`src/rtl/lcd1602_custom_char_pkg.sv`:
```
// Shared constants and types for painting a 2x2 custom-glyph face on an HD44780 16x2 LCD.
package lcd1602_custom_char_pkg;

    localparam logic [7:0] CGRAM_BASE  = 8'h40;
    localparam logic [7:0] DDRAM_LINE1 = 8'h80;
    localparam logic [7:0] DDRAM_LINE2 = 8'hC0;

    localparam int GLYPHS_PER_FACE = 4;
    localparam int ROWS_PER_GLYPH  = 8;
    localparam int CGRAM_ROWS      = GLYPHS_PER_FACE * ROWS_PER_GLYPH;
    localparam int TOTAL_STEPS     = 1 + CGRAM_ROWS + 6;

    typedef enum logic [1:0] {
        IDLE,
        LOAD,
        PLACE
    } paint_state_e;

    typedef logic [5:0] step_t;

    // DDRAM placement writes after the CGRAM load, returned as {rs, data}.
    function automatic logic [8:0] placeWrite(input step_t step);
        case (step)
            6'd33:   return {1'b0, DDRAM_LINE1};
            6'd34:   return {1'b1, 8'h00};
            6'd35:   return {1'b1, 8'h01};
            6'd36:   return {1'b0, DDRAM_LINE2};
            6'd37:   return {1'b1, 8'h02};
            default: return {1'b1, 8'h03};
        endcase
    endfunction

endpackage

```
`src/rtl/lcd1602_face_rom.sv`:
```
// Combinational face ROM: (face, row) -> 5-bit glyph row; rows are glyph0..glyph3, 8 rows each.
module lcd1602_face_rom
    import lcd1602_custom_char_pkg::*;
#(
    parameter int NCW = 4
) (
    input  logic [NCW-1:0] face_i,
    input  logic [4:0]     row_i,
    output logic [4:0]     pattern_o
);

    localparam int FACES_DEFINED = 9;

    // Glyph order within a face: top-left, top-right, bottom-left, bottom-right.
    localparam logic [4:0] FACE_TABLE [FACES_DEFINED][CGRAM_ROWS] = '{
        '{5'h07, 5'h08, 5'h10, 5'h13, 5'h13, 5'h10, 5'h10, 5'h10,  5'h1C, 5'h02, 5'h01, 5'h19, 5'h19, 5'h01, 5'h01, 5'h01,
          5'h10, 5'h10, 5'h10, 5'h17, 5'h10, 5'h08, 5'h07, 5'h00,  5'h01, 5'h01, 5'h01, 5'h1D, 5'h01, 5'h02, 5'h1C, 5'h00},
        '{5'h07, 5'h08, 5'h10, 5'h13, 5'h13, 5'h10, 5'h10, 5'h10,  5'h1C, 5'h02, 5'h01, 5'h19, 5'h19, 5'h01, 5'h01, 5'h01,
          5'h10, 5'h10, 5'h14, 5'h13, 5'h10, 5'h08, 5'h07, 5'h00,  5'h01, 5'h01, 5'h05, 5'h19, 5'h01, 5'h02, 5'h1C, 5'h00},
        '{5'h07, 5'h08, 5'h10, 5'h13, 5'h13, 5'h10, 5'h10, 5'h10,  5'h1C, 5'h02, 5'h01, 5'h19, 5'h19, 5'h01, 5'h01, 5'h01,
          5'h10, 5'h10, 5'h13, 5'h14, 5'h10, 5'h08, 5'h07, 5'h00,  5'h01, 5'h01, 5'h19, 5'h05, 5'h01, 5'h02, 5'h1C, 5'h00},
        '{5'h07, 5'h08, 5'h10, 5'h13, 5'h13, 5'h10, 5'h10, 5'h10,  5'h1C, 5'h02, 5'h01, 5'h19, 5'h19, 5'h01, 5'h01, 5'h01,
          5'h10, 5'h11, 5'h12, 5'h12, 5'h11, 5'h08, 5'h07, 5'h00,  5'h01, 5'h11, 5'h09, 5'h09, 5'h11, 5'h02, 5'h1C, 5'h00},
        '{5'h07, 5'h08, 5'h10, 5'h10, 5'h17, 5'h10, 5'h10, 5'h10,  5'h1C, 5'h02, 5'h01, 5'h19, 5'h19, 5'h01, 5'h01, 5'h01,
          5'h10, 5'h10, 5'h14, 5'h13, 5'h10, 5'h08, 5'h07, 5'h00,  5'h01, 5'h01, 5'h05, 5'h19, 5'h01, 5'h02, 5'h1C, 5'h00},
        '{5'h07, 5'h08, 5'h14, 5'h1B, 5'h13, 5'h10, 5'h10, 5'h10,  5'h1C, 5'h02, 5'h05, 5'h1B, 5'h19, 5'h01, 5'h01, 5'h01,
          5'h10, 5'h10, 5'h13, 5'h14, 5'h10, 5'h08, 5'h07, 5'h00,  5'h01, 5'h01, 5'h19, 5'h05, 5'h01, 5'h02, 5'h1C, 5'h00},
        '{5'h07, 5'h08, 5'h10, 5'h10, 5'h17, 5'h10, 5'h10, 5'h10,  5'h1C, 5'h02, 5'h01, 5'h01, 5'h1D, 5'h01, 5'h01, 5'h01,
          5'h10, 5'h10, 5'h10, 5'h17, 5'h10, 5'h08, 5'h07, 5'h00,  5'h01, 5'h01, 5'h01, 5'h1D, 5'h01, 5'h02, 5'h1C, 5'h00},
        '{5'h07, 5'h08, 5'h10, 5'h13, 5'h13, 5'h10, 5'h10, 5'h10,  5'h1C, 5'h02, 5'h01, 5'h19, 5'h19, 5'h01, 5'h01, 5'h01,
          5'h10, 5'h10, 5'h10, 5'h17, 5'h11, 5'h09, 5'h07, 5'h00,  5'h01, 5'h01, 5'h01, 5'h1D, 5'h11, 5'h12, 5'h1C, 5'h00},
        '{5'h07, 5'h08, 5'h13, 5'h13, 5'h13, 5'h13, 5'h10, 5'h10,  5'h1C, 5'h02, 5'h19, 5'h19, 5'h19, 5'h19, 5'h01, 5'h01,
          5'h10, 5'h10, 5'h14, 5'h13, 5'h10, 5'h08, 5'h07, 5'h00,  5'h01, 5'h01, 5'h05, 5'h19, 5'h01, 5'h02, 5'h1C, 5'h00}
    };

    // Indices beyond the defined table fall back to the neutral face.
    always_comb begin
        pattern_o = FACE_TABLE[0][row_i];
        for (int f = 1; f < FACES_DEFINED; f++) begin
            if (32'(face_i) == f) begin
                pattern_o = FACE_TABLE[f][row_i];
            end
        end
    end

endmodule

```
`src/rtl/lcd1602_custom_char.sv`:
```
// Loads a selected 4-glyph face into CGRAM and places it as a 2x2 block at the left of the LCD.
module lcd1602_custom_char
#(
    parameter  int quantity_custom_char = 9,
    localparam int NCW = (quantity_custom_char > 1) ? $clog2(quantity_custom_char) : 1
) (
    input  logic           clk,
    input  logic           reset,
    input  logic           clk_16ms,
    input  logic [NCW-1:0] num_cust_char,
    input  logic           start_painting,
    output logic           lcd_available,
    output logic           rs,
    output logic           rw,
    output logic [7:0]     data
);
    import lcd1602_custom_char_pkg::*;

    logic         clk16Dly_q;
    logic         strobe;
    paint_state_e state_q, state_d;
    step_t        step_q, step_d;
    step_t        stepNext;
    logic [NCW-1:0] face_q, face_d;
    logic         rs_q, rs_d;
    logic         avail_q, avail_d;
    logic [7:0]   data_q, data_d;
    logic         faceValid;
    logic [4:0]   romPattern;
    logic [8:0]   placeWord;

    assign strobe    = clk_16ms & ~clk16Dly_q;
    assign stepNext  = step_q + 6'd1;
    assign faceValid = {1'b0, num_cust_char} < (NCW+1)'(quantity_custom_char);
    assign placeWord = placeWrite(stepNext);

    // The step about to be emitted is step_q+1, whose CGRAM row is step_q.
    lcd1602_face_rom #(.NCW(NCW)) u_face_rom (
        .face_i    (face_q),
        .row_i     (step_q[4:0]),
        .pattern_o (romPattern)
    );

    always_ff @(posedge clk or negedge reset) begin
        if (!reset) begin
            clk16Dly_q <= 1'b0;
            state_q    <= IDLE;
            step_q     <= '0;
            face_q     <= '0;
            rs_q       <= 1'b0;
            data_q     <= 8'h00;
            avail_q    <= 1'b1;
        end else begin
            clk16Dly_q <= clk_16ms;
            state_q    <= state_d;
            step_q     <= step_d;
            face_q     <= face_d;
            rs_q       <= rs_d;
            data_q     <= data_d;
            avail_q    <= avail_d;
        end
    end

    // Completion always lands in IDLE, so a still-high start needs a later strobe to repaint.
    always_comb begin
        state_d = state_q;
        step_d  = step_q;
        face_d  = face_q;
        rs_d    = rs_q;
        data_d  = data_q;
        avail_d = avail_q;
        if (strobe) begin
            case (state_q)
                IDLE: begin
                    rs_d    = 1'b0;
                    data_d  = 8'h00;
                    avail_d = 1'b1;
                    if (start_painting) begin
                        face_d  = faceValid ? num_cust_char : '0;
                        step_d  = '0;
                        state_d = LOAD;
                        avail_d = 1'b0;
                        data_d  = CGRAM_BASE;
                    end
                end
                LOAD, PLACE: begin
                    if (step_q == step_t'(TOTAL_STEPS - 1)) begin
                        state_d = IDLE;
                        step_d  = '0;
                        rs_d    = 1'b0;
                        data_d  = 8'h00;
                        avail_d = 1'b1;
                    end else if (stepNext <= step_t'(CGRAM_ROWS)) begin
                        step_d  = stepNext;
                        state_d = LOAD;
                        rs_d    = 1'b1;
                        data_d  = {3'b000, romPattern};
                    end else begin
                        step_d  = stepNext;
                        state_d = PLACE;
                        {rs_d, data_d} = placeWord;
                    end
                end
                default: begin
                    state_d = IDLE;
                    step_d  = '0;
                    rs_d    = 1'b0;
                    data_d  = 8'h00;
                    avail_d = 1'b1;
                end
            endcase
        end
    end

    assign lcd_available = avail_q;
    assign rs            = rs_q;
    assign rw            = 1'b0;
    assign data          = data_q;

endmodule

```
`config.mk`:
```
export PLATFORM = sky130hd
export DESIGN_NAME = lcd1602_custom_char
export DESIGN_NICKNAME = d
export VERILOG_FILES = /design/src/rtl/lcd1602_custom_char_pkg.sv /design/src/rtl/lcd1602_face_rom.sv /design/src/rtl/lcd1602_custom_char.sv
export SDC_FILE = /design/constraint.sdc
export NUM_CORES = 1
export LEC_CHECK = 0
export BUFFER_PORTS_ARGS = -buffer_cell sky130_fd_sc_hd__buf_2
export CAP_MARGIN = 15
export CORE_ASPECT_RATIO = 0.5
export CORE_MARGIN = 5
export CORE_UTILIZATION = 50
export CTS_CLUSTER_DIAMETER = 80
export DETAILED_ROUTE_END_ITERATION = 7
export PLACE_DENSITY = 0.68
export SYNTH_ARGS = -nofsm -noshare
export SYNTH_HDL_FRONTEND = slang
export SYNTH_HIERARCHICAL = 1
export SYNTH_SLANG_ARGS = --single-unit
```
`constraint.sdc`:
```
create_clock -name clk -period 3.7 [get_ports clk]
set_clock_uncertainty 0.2 [all_clocks]
set_input_delay 0.555 -clock clk [delete_from_list [all_inputs] [get_ports clk]]
set_output_delay 0.555 -clock clk [all_outputs]
set_load 0.01 [all_outputs]
```
==> flow_summary.toml <==
[run_status]
status = "finished, final reports clean"

[grt]
antenna_found_initial = 0
grt_pass1_vias = 2571
track_usage_pct = 21.5
grt_max_degree = 31
grt_pass1_wl_um = 13000
grt.overflow.total = 0

[yosys]
ys_ff_latch = 22
ys_top_cells_by_area = "dfrtp_1 19%, ha_1 6.6%, o21ai_0 4.4%, mux2i_1 3.5%, nand2_1 3.4%"
yosysTopAreaCell = "dfrtp_1"
syn_area_mm2 = 0.00283
ys_types = 72
ys_warn_count = 6
synth_top_area_share_pct = 18.5
synth-edff-count = 0
synth_area_per_cell_um2 = 7.85
synthArstFlopShare_pct = 100
synth_top_flop_cell = "dfrtp_1"
ys_seq_area_share_pct = 19.5
syn-instance-count = 361

[clock_network]
clkSlewWorstSetupHoldPaths_ps = 60
htree_levels = 1
cts_tree = "done"
clockBufferDepth = 2
cts_resized = 0
clock-root-buffer = "clkbuf_16"
cts_hold_buffers = 0
numCtsBuffers = 3
clock_latency_ps = 250
numClockSinks = 22
cts_setup_buffers = 0

[power_and_ir_drop]
power_w = 0.00232
ir_worst_vdd_mv = 0.326
power_leakage_nw = 1.11
powerDensity_mw_per_mm2 = 785

[place]
place_hpwl_um = 5830
dp_cells = 427
port_buffers = 16
place_congestion = 0.965

[drt]
drt_first_pass_iters = 4
totalWireLength_um = 7890
drtIter0Drc = 178
drt_drc_violations_left = 0
vias = 2846
routedWlPerCell_um = 18.3
avgViaCountPerCell = 6.60
ant_nets = 0

[timing]
rsz0062_at_grt = "false"
setup_viol = 0
slew_violations = 0
period_share_pct = 83.2
fmax_mhz = 325
worst_slew_pin_slew_ps = 1030
slew_headroom_pct = 31.1
tns_ps = 0
final-hold-violation-count = 0
finalCriticalPeriod_ps = 3080

[worst_setup_path]
arrival_ps = 3020
worst_setup_path_end_kind = "register"
start_kind = "register"
critical_path_class = "register to register"
crit_required_ps = 3640
cp_max_fo = 12
r2r_slack_ps = 620

[die]
row_count = 19
core_mm2 = 0.00549
die_x_um = 116
start_util_pct = 51.6
ios = 19
die_h_um = 63.2
die_area_mm2 = 0.00736

[run]
drv_cap = 0

[finish]
final_nets = 382
antenna_cells = 0
mostFrequentLayoutCells = "26 x nand2_1, 26 x nor2_1, 25 x o21ai_0"
final_cell_count_no_fill = 431
nFillCells = 511
areaGrowthSynthToFinish_pct = 4.37
drive_gt1_share_pct = 12.8

[min_path]
min-delay-path-class = "input pin to asynchronous set/reset pin"
cell type report:
cell class	instances	area, um2	share of cell area (%)
timing repair buffer	23	145	4.91
inverter	16	60.1	2.03
clock buffer	4	88.8	3.00
multi-input combinational	293	2020	68.3
tap	73	91.3	3.09
sequential	22	552	18.7
state kept, by name (all words and copies together) (netlist names):
| register | count |
|---|---|
| lcd_available | 1 |
| data | 7 |
| step_q | 6 |
| state_q | 2 |
| face_q | 4 |
| rs | 1 |
| clk16Dly_q | 1 |
kinds of logic (layout without fill, tap and decap cells):
| kind of cell | Yosys count | after routing | synth area share, % |
|---|---|---|---|
| adders and majority gates | 15 | 15 | 6.62 |
| and+or+nand+nor | 128 | 128 | 25.5 |
| other | 1 | 2 | 0.132 |
| AOI/OAI and AO/OA | 135 | 135 | 34.3 |
| DFF | 22 | 22 | 19.5 |
| buffers and inverters | 47 | 43 | 9.36 |
| muxes | 11 | 11 | 4.06 |
| xor gates and xnor gates | 2 | 2 | 0.618 |
through the flow:
stage | hold WS, ps | instance area [um2] | utilization (%) | setup WS (ps)
floorplan | 59.4 | 2840 | - | 935
global placement | 264 | 2870 | 52.2 | 807
detailed placement | 276 | 2870 | 52.2 | 725
CTS | 85.1 | 2960 | 53.9 | 705
global route | 119 | 2960 | 53.9 | 497
finish | 65.6 | 2960 | 53.9 | 622
critical path, cell delays in order, from the launching register on:
cell      delay, ps
dfrtp_1         560
inv_1           180
ha_1            320
mux2_4          300
a32oi_1         320
o32ai_1         180
a221oi_1        250
o221ai_1        200
o21bai_1        200
a32o_1          260
cell usage after synthesis (all sizes together) (3+ instances only):
cell,instances
o21a,3
a21boi,3
ha,15
mux2i,10
nor2,26
inv,16
nand2b,13
and2,7
a311oi,3
dfrtp,21
nor3b,6
o21ai,28
a211oi,5
a32o,5
nand4,3
o31ai,8
nand3,8
o31a,3
clkbuf,4
o211ai,5
a31o,3
o32ai,7
nand2,27
a31oi,7
nor3,11
a221oi,4
a211o,4
a2111oi,5
nor2b,11
a22oi,3
buf,27
or2,4
a21oi,20
where the power goes:
part | total, W | switching [W] | leakage [nW] | internal, W
Sequential | 0.000460 | 0.000146 | 0.279 | 0.000314
Clock | 0.000254 | 0.0000886 | 0.0442 | 0.000165
Combinational | 0.00161 | 0.000968 | 0.789 | 0.000641
Total | 0.00232 | 0.00120 | 1.11 | 0.00112
metal layers:
metal	GRT usage (%)	routed length, um	share of wire [%]
met1	32.4	3640	46
met2	33.0	3590	45
met3	2.29	571	7.2
met4	4.20	93	1.2
met5	0	0	0
final timing paths:
path                       cells after the start      start             to
max                                            9  step_q[1]        data[1]
min                                            1      reset      face_q[1]
max reg2reg                                    9  step_q[1]        data[1]
min reg2reg                                    2    data[6]        data[6]
max in group asynchronous                      1      reset  lcd_available
min in group clk                               1   clk_16ms     clk16Dly_q
No activity file was read; power rests on OpenSTA's default activity.
